==> src/rtl/ahb_lite_eic_bridge.sv <==
// ahb_lite_eic_bridge
//   AHB-Lite slave front end for the mfp_eic_core register port. It turns
//   pipelined AHB address/data-phase transfers into the core's simple
//   read/write register interface. Word-sized, word-aligned transfers are
//   handled with zero wait states. Any other active transfer gets a
//   two-cycle ERROR response and never reaches the core.
//
// Parameters
//   ADDR_WIDTH    core register index width; index = HADDR[ADDR_WIDTH+1:2]
//
// Ports
//   HCLK          bus clock, also clocks the core
//   HRESETn       asynchronous active-low reset
//   HADDR         AHB address (upper bits alias across the decoded window)
//   HBURST        ignored, every beat is treated as SINGLE
//   HSEL          slave select
//   HSIZE         transfer size, only word (3'b010) is legal
//   HTRANS        IDLE/BUSY/NONSEQ/SEQ
//   HWDATA        write data, valid in the data phase
//   HWRITE        1 = write, 0 = read
//   HRDATA        read data, driven only in a read data phase
//   HREADY        slave ready, low only in the first error cycle
//   HRESP         0 = OKAY, 1 = ERROR
//   read_addr     core read index
//   read_data     core read data, combinational from read_addr
//   write_addr    core write index
//   write_data    core write data
//   write_enable  core write strobe, the core commits on the HCLK edge
module ahb_lite_eic_bridge #(
  parameter int ADDR_WIDTH = 5
) (
  input  logic                  HCLK,
  input  logic                  HRESETn,
  input  logic [31:0]           HADDR,
  input  logic [2:0]            HBURST,
  input  logic                  HSEL,
  input  logic [2:0]            HSIZE,
  input  logic [1:0]            HTRANS,
  input  logic [31:0]           HWDATA,
  input  logic                  HWRITE,
  output logic [31:0]           HRDATA,
  output logic                  HREADY,
  output logic                  HRESP,
  output logic [ADDR_WIDTH-1:0] read_addr,
  input  logic [31:0]           read_data,
  output logic [ADDR_WIDTH-1:0] write_addr,
  output logic [31:0]           write_data,
  output logic                  write_enable
);

  typedef enum logic [2:0] {
    S_IDLE,
    S_READ,
    S_WRITE,
    S_ERR1,
    S_ERR2
  } state_t;

  state_t                  state;
  state_t                  next_state;
  logic [ADDR_WIDTH-1:0]   addr_q;
  logic                    act;
  logic                    illegal;

  // Burst type, the SEQ/NONSEQ distinction and the aliased address bits
  // carry no meaning for this slave.
  logic unused_inputs;
  assign unused_inputs = ^{HBURST, HTRANS[0], HADDR[31:ADDR_WIDTH+2]};

  // HREADY feeds back into the acceptance term, so while the first error
  // cycle holds HREADY low the bus cannot start a new transfer here.
  assign act     = HSEL & HTRANS[1] & HREADY;
  assign illegal = act & ((HSIZE != 3'b010) | (HADDR[1:0] != 2'b00));

  always_ff @(posedge HCLK or negedge HRESETn) begin
    if (!HRESETn) begin
      state  <= S_IDLE;
      addr_q <= '0;
    end else begin
      state <= next_state;
      // Captured for illegal transfers too; harmless since they never
      // reach the core.
      if (act) begin
        addr_q <= HADDR[ADDR_WIDTH+1:2];
      end
    end
  end

  always_comb begin
    next_state = S_IDLE;
    if (state == S_ERR1) begin
      next_state = S_ERR2;
    end else if (illegal) begin
      next_state = S_ERR1;
    end else if (act) begin
      next_state = HWRITE ? S_WRITE : S_READ;
    end
  end

  // Data-phase outputs depend on state only, so an asynchronous reset
  // clears them at once and drops any write that is in flight.
  always_comb begin
    HRDATA       = 32'h0;
    HREADY       = 1'b1;
    HRESP        = 1'b0;
    write_enable = 1'b0;
    unique case (state)
      S_READ:  HRDATA       = read_data;
      S_WRITE: write_enable = 1'b1;
      S_ERR1: begin
        HREADY = 1'b0;
        HRESP  = 1'b1;
      end
      S_ERR2:  HRESP        = 1'b1;
      default: ;
    endcase
  end

  assign read_addr  = addr_q;
  assign write_addr = addr_q;
  assign write_data = HWDATA;

endmodule
==> config.mk <==
export PLATFORM = sky130hd
export DESIGN_NAME = ahb_lite_eic_bridge
export DESIGN_NICKNAME = d
export VERILOG_FILES = /design/src/rtl/ahb_lite_eic_bridge.sv
export SDC_FILE = /design/constraint.sdc
export NUM_CORES = 1
export LEC_CHECK = 0
export BUFFER_PORTS_ARGS = -buffer_cell sky130_fd_sc_hd__buf_2
export CAP_MARGIN = 10
export CORE_AREA = 2 2 72 74
export CTS_BUF_LIST = sky130_fd_sc_hd__clkbuf_4
export CTS_CLUSTER_SIZE = 24
export DETAILED_ROUTE_END_ITERATION = 10
export DIE_AREA = 0 0 74 76
export GPL_TIMING_DRIVEN = 1
export PLACE_DENSITY = 0.71
export SYNTH_ARGS = -nofsm -noshare
export SYNTH_HDL_FRONTEND = slang
export SYNTH_SLANG_ARGS = --single-unit
==> constraint.sdc <==
create_clock -name HCLK -period 1.35 [get_ports HCLK]
set_clock_uncertainty 0.05 [all_clocks]
set_input_delay 0.135 -clock HCLK [delete_from_list [all_inputs] [get_ports HCLK]]
set_output_delay 0.135 -clock HCLK [all_outputs]
set_load 0.01 [all_outputs]
==> results by group <==
Run status
  – Outcome: finished, violations left
  – Violated checks: setup timing

Min path
  – Hold path depth: 2
  – Hold Path Class: input pin to register

Routing
  – Avg Vias per Cell: ~3.4
  – Antenna Nets Post-Route: 0
  – Drt pass-1 iters: 4
  – Post-route DRC: 0
  – WL final: 2489 µm
  – Iter 0 DRT Violations: 14
  – Via count: roughly 780
  – Avg WL per Cell: roughly 11 µm

Global routing
  – Number of global-route vias before repair: 677
  – Initial antenna violation count: 0
  – Total grt overflow: 0
  – Gr usage total: between 7 and 8%
  – First-pass GRT wire length: roughly 3400 µm
  – Largest net degree at the start of global routing: 17

Clock network
  – CTS HTree Levels: 1
  – Num Clock Sinks: 8
  – TritonCTS Buffers: 3
  – Clk_lat worst skew: 0.24 ns
  – CTS clk-pin slew, worst paths: approximately 0.05 ns
  – Root Driver: clkbuf_4
  – TritonCTS clock tree: done
  – Clk buf depth: 2

Timing
  – Actual slew at the worst max-slew pin: between 0.2 and 0.25 ns
  – FMAX: about 650 MHz
  – Slew Limit Fails: 0
  – Setup violators final: 39
  – Slew HR: between 80% and 90%
  – Crit path time final: roughly 1.5 ns
  – Hold Slack: 0.06995 ns
  – RSZ-0062 raised after global routing: true
  – Tcrit/Tclk final: 114.1%
  – PnR worst setup slack: -0.1903 ns
  – Final hold vios: 0

Worst setup path
  – Critical path endpoint: HRDATA[8]
  – Arr. time, crit path: about 1.4 ns
  – Worst r2r path cells: 4
  – Flop2flop setup slack: -0.05 ns
  – R2r endpoint: read_addr[0]
  – Critical setup path kind: register to output port
  – Worst Setup SP: state[1]
  – Crit-path cells: nor3b_4 -> buf_6 -> and2_1 -> buf_2
  – CP max-delay cell: dfrtp_2
  – R2r startpoint: state[2]
  – CP max FO: 16
  – CP Launch Type: register
  – Delay of the slowest critical-path stage: roughly 0.42 ns
  – CP endpoint kind: output port
  – Worst path required time: around 1.2 ns

Power and ir drop
  – Cell area power density: 641.4 nW/µm²
  – Leakage power: approximately 0.75 nW
  – Worst vdd ir: roughly 400 µV
  – Total power: 788.1 µW

Run
  – Max-cap violation count: 0

Final layout
  – Final nets: between 200 and 300
  – Antenna cells: 0
  – Most frequent cells in the layout: buf_2 (89), and2_1 (30), dfrtp_1 (7)
  – Layout cell share with drive strength beyond 1: 70.89%
  – Final non-filler cell area: about 1200 µm²
  – Area Growth Syn to Fin: 41.09%
  – Commonest non-fill, non-tap cell in the layout: buf_2
  – Footprint of the multi-input gates: 379.1 µm²
  – Storage element area: approximately 200 µm²
  – FILL cells: ~530

Logic synthesis
  – Mapped Cells: between 90 and 100
  – Syn Nets: between 200 and 250
  – Distinct cells, synth: 16
  – Seq/Total Area, Yosys: a little under a quarter
  – Synth warnings: 0
  – Synth Area per Inst: 8.886 µm²
  – #FFs+latches synth: 8
  – Post-Syn Area: about 870 µm²

Floorplan
  – DIE HEIGHT: around 76 µm
  – Placeable Area: approximately 5000 µm²
  – Die W: about 74 µm
  – Rows: 26
  – Starting Density: 17.73%
  – Die area: 5624 µm²
  – I/O pins: 185

Placement
  – Area after DPL: approximately 1100 µm²
  – RePlAce Congestion: 0.6910
  – Port-buffer cells: 91
layer usage:
| metal | vias up | track usage, % | wire, µm |
|---|---|---|---|
| li1 | 388 | - | - |
| met1 | 330 | 9.253 | 939 |
| met2 | 51 | 11.52 | 1120 |
| met3 | 6 | 4.894 | 414 |
| met4 | 0 | 2.364 | 14 |
| met5 | - | 0 | 0 |
state kept, by name, summed over array words and instances, names as in the netlist:
name / cells
state: 3
read_addr: 5
Yosys cell counts:
master    count  area share [%]
o21a_1        2             1.7
inv_1         2            0.86
nor4_1        1            0.72
buf_6         1             1.3
o21ai_0       1            0.57
nor3b_2       1             1.4
clkbuf_1      3             1.3
dfrtp_1       8              23
and3_4        1             1.3
and2_1       32              23
buf_4        37              32
nor3b_1       1            0.86
nand2_1       1            0.43
nand2b_1      1            0.72
mux2_4        5             8.6
nand3b_4      1             2.3
timing repair:
action,4_1_cts,5_1_grt
hold buffers,1,0
resized for setup,3,8
buffers inserted,5,0
endpoints found under the hold margin,8,0
gates cloned,1,0
pin swaps,2,1
endpoints found under the setup margin,33,40
cell families (layout without fill, tap and decap cells):
logic type	count (synthesis)	after routing	share of synthesized area [%]
mux	5	5	8.620
flops	8	8	22.99
compound gates	3	3	2.298
simple gates	39	39	30.75
buf+inv	43	103	35.35
per-stage QoR:
| step | cells | setup slack [ns] | utilization (%) | setup TNS [ns] |
|---|---|---|---|---|
| final | 228 | -0.1903 | 25.01 | -5.958 |
| after global routing | 228 | -0.2773 | 25.01 | -9.067 |
| after global placement | 220 | -0.003220 | 23.23 | -0.003220 |
| after floorplan | 98 | 0.004133 | - | 0 |
| after CTS | 230 | -0.2196 | 25.37 | -7.180 |
| after detailed placement | 220 | 0.009063 | 23.23 | 0 |
worst max-delay path: cells and delay by family (launching register included):
kind          cells  cell delay [ns]
simple gates      2             0.37
flops             1             0.42
buf+inv           2             0.32
how the worst min path moves through the flow:
| stage | endpoint | slack, ns | start |
|---|---|---|---|
| after detailed placement | read_addr[3] | -0.06 | HRESETn |
| after global routing | read_addr[4] | 0.05 | HADDR[6] |
| final | read_addr[1] | 0.07 | HADDR[3] |
| after floorplan | read_addr[0] | -0.21 | HRESETn |
| after CTS | read_addr[1] | 0.06 | HADDR[3] |
| after global placement | read_addr[0] | -0.07 | HRESETn |
where the power goes:
group          internal [mW]  leakage [nW]  total [mW]  switching (mW)
combinational          0.186         0.638       0.324           0.138
clock                  0.101        0.0138       0.173          0.0720
sequential             0.269        0.0971       0.291          0.0221
total                  0.556         0.748       0.788           0.232
cell type report:
type / instances / area share (%)
multi-input cells: 47 / 30.86
flip-flops and latches: 8 / 16.40
clock buffers: 3 / 1.833
inverters: 2 / 0.6110
well taps: 70 / 7.128
repair buffers: 98 / 43.18
Note: power is estimated with default switching activity, not from simulation.
